--- src/rtl/ag_telemetry_uart.sv ---
// rtl/ag_telemetry_uart.sv - periodic / on-change 5-byte 8N1 telemetry frame transmitter
module ag_telemetry_uart #(
    parameter int CLKS_PER_BIT = 217,
    parameter int FRAME_PERIOD = 2_500_000
) (
    input  logic       clk,
    input  logic       rst_n,
    input  logic       ena,
    input  logic [7:0] sensor_byte,
    input  logic [7:0] actuator_byte,
    input  logic [1:0] crop_select,
    output logic       uart_tx,
    output logic       busy,
    output logic [3:0] seq
);

    localparam int CW = $clog2(CLKS_PER_BIT);
    localparam int TW = $clog2(FRAME_PERIOD);
    localparam logic [CW-1:0] BIT_LAST   = CW'(CLKS_PER_BIT - 1);
    localparam logic [TW-1:0] TIMER_LAST = TW'(FRAME_PERIOD - 1);

    typedef enum logic [1:0] {IDLE, START, DATA, STOP} state_t;

    state_t          state, state_nx;
    logic [CW-1:0]   bit_cnt, bit_cnt_nx;
    logic [2:0]      bit_idx, bit_idx_nx;
    logic [2:0]      byte_idx, byte_idx_nx;
    logic [TW-1:0]   timer, timer_nx;
    logic            pending, pending_nx;
    logic [7:0]      last_act, last_act_nx;
    logic [7:0]      snap_sensor, snap_sensor_nx;
    logic [7:0]      snap_act, snap_act_nx;
    logic [1:0]      snap_crop, snap_crop_nx;
    logic [3:0]      snap_seq, snap_seq_nx;
    logic            tx_q, tx_nx;
    logic            busy_q, busy_nx;
    logic [3:0]      seq_q, seq_nx;
    logic [7:0]      cur_byte;
    logic [2:0]      next_bit;
    logic            launch, wrap, change, bit_done;

    always_comb begin
        case (byte_idx)
            3'd0:    cur_byte = 8'hA5;
            3'd1:    cur_byte = snap_sensor;
            3'd2:    cur_byte = snap_act;
            3'd3:    cur_byte = {snap_seq, 2'b00, snap_crop};
            default: cur_byte = 8'hA5 ^ snap_sensor ^ snap_act ^ {snap_seq, 2'b00, snap_crop};
        endcase
    end

    always_comb begin
        state_nx       = state;
        bit_cnt_nx     = bit_cnt;
        bit_idx_nx     = bit_idx;
        byte_idx_nx    = byte_idx;
        last_act_nx    = last_act;
        snap_sensor_nx = snap_sensor;
        snap_act_nx    = snap_act;
        snap_crop_nx   = snap_crop;
        snap_seq_nx    = snap_seq;
        tx_nx          = tx_q;
        busy_nx        = busy_q;
        seq_nx         = seq_q;
        next_bit       = bit_idx + 3'd1;

        wrap     = (timer == TIMER_LAST);
        timer_nx = wrap ? '0 : timer + TW'(1);
        launch   = (state == IDLE) && pending;
        // The launch cycle reloads last_act with the current byte, so it cannot count as a change.
        change   = !launch && (actuator_byte != last_act);
        bit_done = (bit_cnt == BIT_LAST);
        if (state != IDLE) begin
            bit_cnt_nx = bit_done ? '0 : bit_cnt + CW'(1);
        end

        case (state)
            IDLE: begin
                if (pending) begin
                    snap_sensor_nx = sensor_byte;
                    snap_act_nx    = actuator_byte;
                    snap_crop_nx   = crop_select;
                    snap_seq_nx    = seq_q;
                    last_act_nx    = actuator_byte;
                    state_nx       = START;
                    tx_nx          = 1'b0;
                    busy_nx        = 1'b1;
                    bit_cnt_nx     = '0;
                    bit_idx_nx     = 3'd0;
                    byte_idx_nx    = 3'd0;
                end
            end
            START: begin
                if (bit_done) begin
                    state_nx   = DATA;
                    bit_idx_nx = 3'd0;
                    tx_nx      = cur_byte[0];
                end
            end
            DATA: begin
                if (bit_done) begin
                    if (bit_idx == 3'd7) begin
                        state_nx = STOP;
                        tx_nx    = 1'b1;
                    end else begin
                        bit_idx_nx = next_bit;
                        tx_nx      = cur_byte[next_bit];
                    end
                end
            end
            STOP: begin
                if (bit_done) begin
                    if (byte_idx < 3'd4) begin
                        byte_idx_nx = byte_idx + 3'd1;
                        state_nx    = START;
                        tx_nx       = 1'b0;
                    end else begin
                        state_nx = IDLE;
                        busy_nx  = 1'b0;
                        seq_nx   = seq_q + 4'd1;
                    end
                end
            end
            default: state_nx = IDLE;
        endcase

        pending_nx = (launch ? 1'b0 : pending) | wrap | change;
    end

    always_ff @(posedge clk) begin
        if (!rst_n) begin
            state       <= IDLE;
            bit_cnt     <= '0;
            bit_idx     <= 3'd0;
            byte_idx    <= 3'd0;
            timer       <= '0;
            pending     <= 1'b0;
            last_act    <= 8'h00;
            snap_sensor <= 8'h00;
            snap_act    <= 8'h00;
            snap_crop   <= 2'b00;
            snap_seq    <= 4'd0;
            tx_q        <= 1'b1;
            busy_q      <= 1'b0;
            seq_q       <= 4'd0;
        end else if (ena) begin
            state       <= state_nx;
            bit_cnt     <= bit_cnt_nx;
            bit_idx     <= bit_idx_nx;
            byte_idx    <= byte_idx_nx;
            timer       <= timer_nx;
            pending     <= pending_nx;
            last_act    <= last_act_nx;
            snap_sensor <= snap_sensor_nx;
            snap_act    <= snap_act_nx;
            snap_crop   <= snap_crop_nx;
            snap_seq    <= snap_seq_nx;
            tx_q        <= tx_nx;
            busy_q      <= busy_nx;
            seq_q       <= seq_nx;
        end
    end

    assign uart_tx = tx_q;
    assign busy    = busy_q;
    assign seq     = seq_q;

endmodule

--- config.mk ---
export PLATFORM = sky130hd
export DESIGN_NAME = ag_telemetry_uart
export DESIGN_NICKNAME = d
export VERILOG_FILES = /design/src/rtl/ag_telemetry_uart.sv
export SDC_FILE = /design/constraint.sdc
export NUM_CORES = 1
export LEC_CHECK = 0
export CAP_MARGIN = 20
export CORE_MARGIN = 10
export CORE_UTILIZATION = 59
export CTS_CLUSTER_SIZE = 16
export DETAILED_ROUTE_END_ITERATION = 16
export GPL_ROUTABILITY_DRIVEN = 0
export PLACE_DENSITY = 0.9
export RECOVER_POWER = 50
export SLEW_MARGIN = 20
export SYNTH_ARGS = -nofsm -noshare
export SYNTH_HDL_FRONTEND = slang
export SYNTH_SLANG_ARGS = --single-unit
--- constraint.sdc ---
create_clock -name clk -period 3 [get_ports clk]
set_clock_uncertainty 0.2 [all_clocks]
set_input_delay 0.75 -clock clk [delete_from_list [all_inputs] [get_ports clk]]
set_output_delay 0.75 -clock clk [all_outputs]
set_load 0.01 [all_outputs]
==> results of run 1 <==
==> flip-flops by register name, indices dropped and copies added (netlist names), 2 cells and up <==
| signal | count |
|---|---|
| snap_seq | 4 |
| timer | 22 |
| snap_sensor | 8 |
| snap_act | 8 |
| bit_idx | 3 |
| seq | 4 |
| bit_cnt | 8 |
| byte_idx | 3 |
| state | 2 |
| snap_crop | 2 |
==> worst max-delay path by stage <==
stage / startpoint / end / slack (ns) / cells after the start
finish: ena / snap_act[7]$_SDFFE_PN0P_ / 0.39 / 6
global route: ena / snap_act[3]$_SDFFE_PN0P_ / 0.20 / 6
CTS: byte_idx[0]$_SDFFE_PN0P_ / uart_tx$_SDFFE_PN1P_ / 0.51 / 8
detailed placement: ena / timer[21]$_SDFFE_PN0P_ / 0.17 / 7
global placement: ena / timer[21]$_SDFFE_PN0P_ / 0.30 / 7
floorplan: byte_idx[2]$_SDFFE_PN0P_ / uart_tx$_SDFFE_PN1P_ / 0.77 / 10
==> per-stage QoR <==
stage	setup slack, ns	std cells	utilization
after CTS	0.507	556	0.707
after global routing	0.204	556	0.705
after global placement	0.299	541	0.671
after floorplan	0.769	452	-
after detailed placement	0.175	541	0.671
final	0.386	556	0.705
==> cells by family (layout without fill, tap and decap cells) <==
kind of cell               Yosys count  count (layout)
DFF                                 67              67
xor gates and xnor gates            44              44
AOI/OAI and AO/OA                   93              93
buffers and inverters               33              62
muxes                                6               6
and+or+nand+nor                    194             194
adders and majority gates           15              15
==> metal layers <==
layer	global-route usage	share of wire	vias up	routed length (µm)
met2	0.282	0.48	81	4010
met4	0.0794	0.022	0	182
met3	0.0526	0.051	20	430
met5	0	0	-	0
met1	0.213	0.45	1553	3790
li1	-	-	1608	-
==> power by group <==
part	internal [W]	switching, W	total (W)	leakage [nW]
clock network	0.000483	0.000339	0.000822	0.108
logic	0.000101	0.000113	0.000214	0.860
registers	0.000914	0.0000294	0.000944	0.542
==> worst max-delay path: stages <==
cell and delay (ns):
clkdlybuf4s50_1 0.50, buf_4 0.20, and3_1 0.25, clkbuf_1 0.64, nand2_1 0.11, a21boi_0 0.22
==> area by class of cell <==
cell class,count,area (µm²),area share
clock buffer,10,138,0.0326
clock inverter,5,77.6,0.0184
inverter,14,52.6,0.0124
multi-input combinational,352,2220,0.525
sequential,67,1340,0.318
tap,75,93.8,0.0222
timing repair buffer,33,302,0.0714
==> layout by cell type, fill, tap and decap left out, drive strengths merged, types with 7 or more instances in the layout <==
cell type / n
nand2: 69
dfxtp: 67
nor2: 45
a21boi: 28
xnor2: 25
clkdlybuf4s50: 23
xor2: 19
o21ai: 17
a21oi: 15
ha: 15
inv: 14
clkbuf: 13
nand4: 11
nand3: 10
nor2b: 10
and3: 7
nand2b: 7
and2: 7
==> summary.txt, run 1 <==
Worst EP required -> 3.06 ns
main combinational cell family by area after synthesis -> simple AND/OR/NAND/NOR gates
PwrDens -> 469 nW/µm²
Avg Inst Size Synth -> 8.17 µm²
Worst Path Max Fanout -> 19
Post-Syn Area -> 3690 µm²
Post-synth EDFFs -> 0
post-synthesis xor/xnor area fraction -> 0.104
Post-synth top cells -> nand2_1, dfxtp_1, nor2_1
Reg clk slew, reported paths -> 0.07 ns
status -> complete, no violations
maximum buffer depth of the clock tree -> 2
fin nets -> 513
die footprint -> 9820 µm²
Period minus WS final -> 2.61 ns
top cell type's share of synthesized area -> 0.363
final cycle utilization of the critical path -> 0.871
Yosys top cell by area -> dfxtp_1
WHS Endpoint -> bit_idx[1]$_SDFFE_PN0P_
CTS tree -> done
Synth cell types -> 56
post-CTS setup buffers -> 0
Slew @ Worst Pin -> 0.817 ns
Synth area leaders -> dfxtp_1, nand2_1, xnor2_1, a21boi_0, ha_1
cell count after synthesis -> 452
Seq/Total Area, Yosys -> 0.363
port buffer count -> 26
Max VDD drop -> 0.397 mV
Worst R2R Start -> byte_idx[0]$_SDFFE_PN0P_
DR vias/cell -> 5.87
smallest hold slack -> 0.286 ns
row cnt -> 28
fraction of layout cells with a size suffix above 1 -> 0.0520
Worst EP arrival -> 2.67 ns
Syn-to-layout area delta -> 14.4%
H-Tree Depth -> 3
Root Driver -> clkbuf_8
Max-slew headroom -> 0.455
Overflow after GRT -> 0
post-route cell area -> 4220 µm²
post-synthesis simple-gate area fraction -> 0.255
CP Class -> in -> reg
endpoints failing setup -> 0
Seq cells post-synth -> 67
dominant synthesized flop cell -> dfxtp_1
Worst Reg-to-Reg Cells -> 8
Synth Area in Compound Gates -> 0.175
via count -> 3,262
Setup crit end kind -> flop
RSZ-0062 raised after global routing -> no
Layout fillers -> 454
largest net degree at the start of global routing -> 23
Final ANT Viol Nets -> 0
hold wc startpoint -> bit_idx[1]$_SDFFE_PN0P_
Worst-Skew Late Latency -> 0.35 ns
I/O pin count -> 27
mux cell area share after synthesis -> 0.0166
Sink Count -> 67
post-route setup TNS -> 0 ns
first-pass GRT wire length -> 14,700 µm
Placed Area -> 4020 µm²
vias in the first global route -> 3,212
GRT Overall Usage -> 0.176
TritonRoute pass-1 iters -> 5
maximum clock frequency -> 0.383 GHz
most common cell in the netlist -> nand2_1
Post-CTS Hold Fix Bufs -> 0
wire length after detailed routing -> 8410 µm
Core Footprint -> 5990 µm²
Async SR Flop Fraction -> 0
drt wl/cell -> 15.1 µm
number of warnings issued by yosys -> 0
die span in x -> 99.1 µm
post-CTS sizing -> 0
Hold Path Cell Cnt -> 2
post-layout power -> 0.00198 W
R2R Path End -> uart_tx$_SDFFE_PN1P_
initial antenna violation count -> 0
max_cap viols -> 0
Tightest Hold Check Type -> reg -> reg
Worst R2R Setup Slack -> 0.51 ns
initial cell density of the core -> 0.616
drt drc -> 0
leakage -> 1.51 nW
Iter 0 DRT Violations -> 177
die height -> 99.1 µm
syn nets -> 488
startpoint types -> primary input
Ant. Diodes -> 0
Num CTS Buffers -> 9
Final Hold Vio Count -> 0
Slew Limit Fails -> 0
adder-cell share of the synthesized area -> 0.0508
hpwl dp -> 6130 µm
No activity file was read; power rests on OpenSTA's default activity.
==> run 2: changes to the inputs <==
Settings changed: ABC_AREA set to 1, CORE_UTILIZATION 59 to 40, PLACE_DENSITY 0.9 to 0.68.
==> summary.txt, run 2 <==
status -> complete, no violations
fraction of layout cells with a size suffix above 1 -> 0.0525
DR vias/cell -> 4.99
Worst R2R Setup Slack -> 0.51 ns
final cycle utilization of the critical path -> 0.911
Max VDD drop -> 0.257 mV
Slew Limit Fails -> 0
Post-CTS Hold Fix Bufs -> 0
Worst Reg-to-Reg Cells -> 13
drt wl/cell -> 12.7 µm
vias in the first global route -> 3,512
initial antenna violation count -> 0
Seq cells post-synth -> 67
CP Class -> in -> reg
Worst R2R Start -> byte_idx[2]$_SDFFE_PN0P_
Tightest Hold Check Type -> reg -> reg
Reg clk slew, reported paths -> 0.08 ns
RSZ-0062 raised after global routing -> no
GRT Overall Usage -> 0.134
H-Tree Depth -> 3
number of warnings issued by yosys -> 0
combinational power share -> 0.281
Num CTS Buffers -> 9
Post-synth top cells -> nand2_1, inv_1, dfxtp_1
Root Driver -> clkbuf_8
die height -> 117 µm
sw frac -> 0.337
max_cap viols -> 0
most common cell after layout, fill and taps aside -> nand2_1
wire length after detailed routing -> 9150 µm
Slew @ Worst Pin -> 0.757 ns
power share of the sequential group -> 0.377
Period minus WS final -> 2.73 ns
clock power share -> 0.342
leakage -> 1.77 nW
hpwl dp -> 6660 µm
maximum clock frequency -> 0.366 GHz
die span in x -> 117 µm
TritonRoute pass-1 iters -> 4
Syn-to-layout area delta -> 16.7%
Final ANT Viol Nets -> 0
port buffer count -> 26
Largest Register -> timer
Synth area leaders -> dfxtp_1, nand2_1, inv_1, nand3_1, a21oi_1
Setup crit end kind -> flop
fin nets -> 622
Iter 0 DRT Violations -> 228
hold wc startpoint -> bit_idx[2]$_SDFFE_PN0P_
Worst EP required -> 3.01 ns
P_sw -> 0.000926 W
Avg Inst Size Synth -> 6.81 µm²
CTS tree -> done
PwrDens -> 621 nW/µm²
Post-synth EDFFs -> 0
die footprint -> 13,800 µm²
first-pass GRT wire length -> 16,000 µm
Worst Path Max Fanout -> 44
Worst EP arrival -> 2.74 ns
post-route setup TNS -> 0 ns
Hold Path Cell Cnt -> 2
Worst-Skew Late Latency -> 0.35 ns
startpoint types -> primary input
Seq/Total Area, Yosys -> 0.354
drt drc -> 0
Core Footprint -> 9240 µm²
maximum buffer depth of the clock tree -> 2
Final Util -> 0.479
Async SR Flop Fraction -> 0
syn nets -> 593
WHS Endpoint -> bit_idx[2]$_SDFFE_PN0P_
via count -> 3,591
Final Hold Vio Count -> 0
Post-Syn Area -> 3790 µm²
post-CTS setup buffers -> 0
top cell type's share of synthesized area -> 0.354
Ant. Diodes -> 0
I/O pin count -> 27
Internal Power -> 0.00182 W
post-CTS sizing -> 0
Overflow after GRT -> 0
R2R Path End -> uart_tx$_SDFFE_PN1P_
cell count after synthesis -> 557
most common cell in the netlist -> nand2_1
most frequent cells in the layout -> nand2_1, inv_1, dfxtp_1
dominant synthesized flop cell -> dfxtp_1
Synth cell types -> 39
Yosys top cell by area -> dfxtp_1
endpoints failing setup -> 0
Max-slew headroom -> 0.495
initial cell density of the core -> 0.410
max reg flops -> 22
largest net degree at the start of global routing -> 45
Sink Count -> 67
row cnt -> 35
==> run 2: cell count changes after synthesis, sizes merged, moves of 7 or more <==
cell and change:
a21boi -28, a21oi +33, nand3 +40, nor2b -10
nand2 +52, nor2 +12, o21ai +27, inv +62
xnor2 -18, nor3 +8, nand2b -7
==> run 2: worst max-delay path by stage <==
stage	start	to	slack [ns]
2_1_floorplan	ena	timer[18]$_SDFFE_PN0P_	0.91
3_3_place_gp	ena	timer[18]$_SDFFE_PN0P_	0.29
3_5_place_dp	ena	timer[18]$_SDFFE_PN0P_	0.22
4_1_cts	byte_idx[2]$_SDFFE_PN0P_	uart_tx$_SDFFE_PN1P_	0.53
5_1_grt	ena	snap_seq[2]$_SDFFE_PN0P_	0.17
6_report	ena	snap_seq[2]$_SDFFE_PN0P_	0.27
==> run 2: area by class of cell <==
cell class | instances | area, µm²
fill | 903 | 4810
clock inverter | 6 | 113
sequential | 67 | 1340
multi-input combinational | 401 | 2100
timing repair buffer | 31 | 284
tap | 129 | 161
clock buffer | 10 | 138
inverter | 76 | 288
==> run 2: cell families (layout without fill, tap and decap cells) <==
| family | count (synthesis) | after routing | synth area share |
|---|---|---|---|
| adders and majority gates | 15 | 15 | 0.0495 |
| AOI/OAI and AO/OA | 102 | 102 | 0.142 |
| buffers and inverters | 89 | 123 | 0.0914 |
| and+or+nand+nor | 264 | 264 | 0.317 |
| DFF | 67 | 67 | 0.354 |
| xor gates and xnor gates | 20 | 20 | 0.0462 |
==> run 2: worst max-delay path, cell delays in order <==
cell	delay (ns)
dlygate4sd3_1	0.69
clkbuf_1	0.23
nand3_1	0.09
clkbuf_2	0.45
o21ai_0	0.44
a21oi_1	0.07
==> run 2: through the flow <==
stage	total power, W	hold slack (ns)	area, µm²	setup slack, ns	cells
global placement	0.00180	0.263	4190	0.292	704
CTS	0.00277	0.279	4440	0.534	720
floorplan	0.00161	0.249	3790	0.911	557
global route	0.00294	0.299	4430	0.168	720
detailed placement	0.00182	0.267	4190	0.217	704
finish	0.00275	0.277	4430	0.267	720
==> run 2: per-layer routing <==
metal / global-route usage / wire length (µm) / up-vias
li1: - / - / 1873
met1: 0.175 / 4570 / 1641
met2: 0.213 / 4150 / 68
met3: 0.0321 / 336 / 9
met4: 0.0376 / 91 / 0
met5: 0 / 0 / -
==> run 2: power by group through the flow <==
| stage | Sequential [W] | Clock (W) | Combinational [W] |
|---|---|---|---|
| after floorplan | 0.00104 | 0 | 0.000567 |
| after global placement | 0.00105 | 0 | 0.000750 |
| after detailed placement | 0.00106 | 0 | 0.000767 |
| after CTS | 0.00104 | 0.000966 | 0.000772 |
| after global routing | 0.00105 | 0.00101 | 0.000879 |
| final | 0.00104 | 0.000940 | 0.000772 |
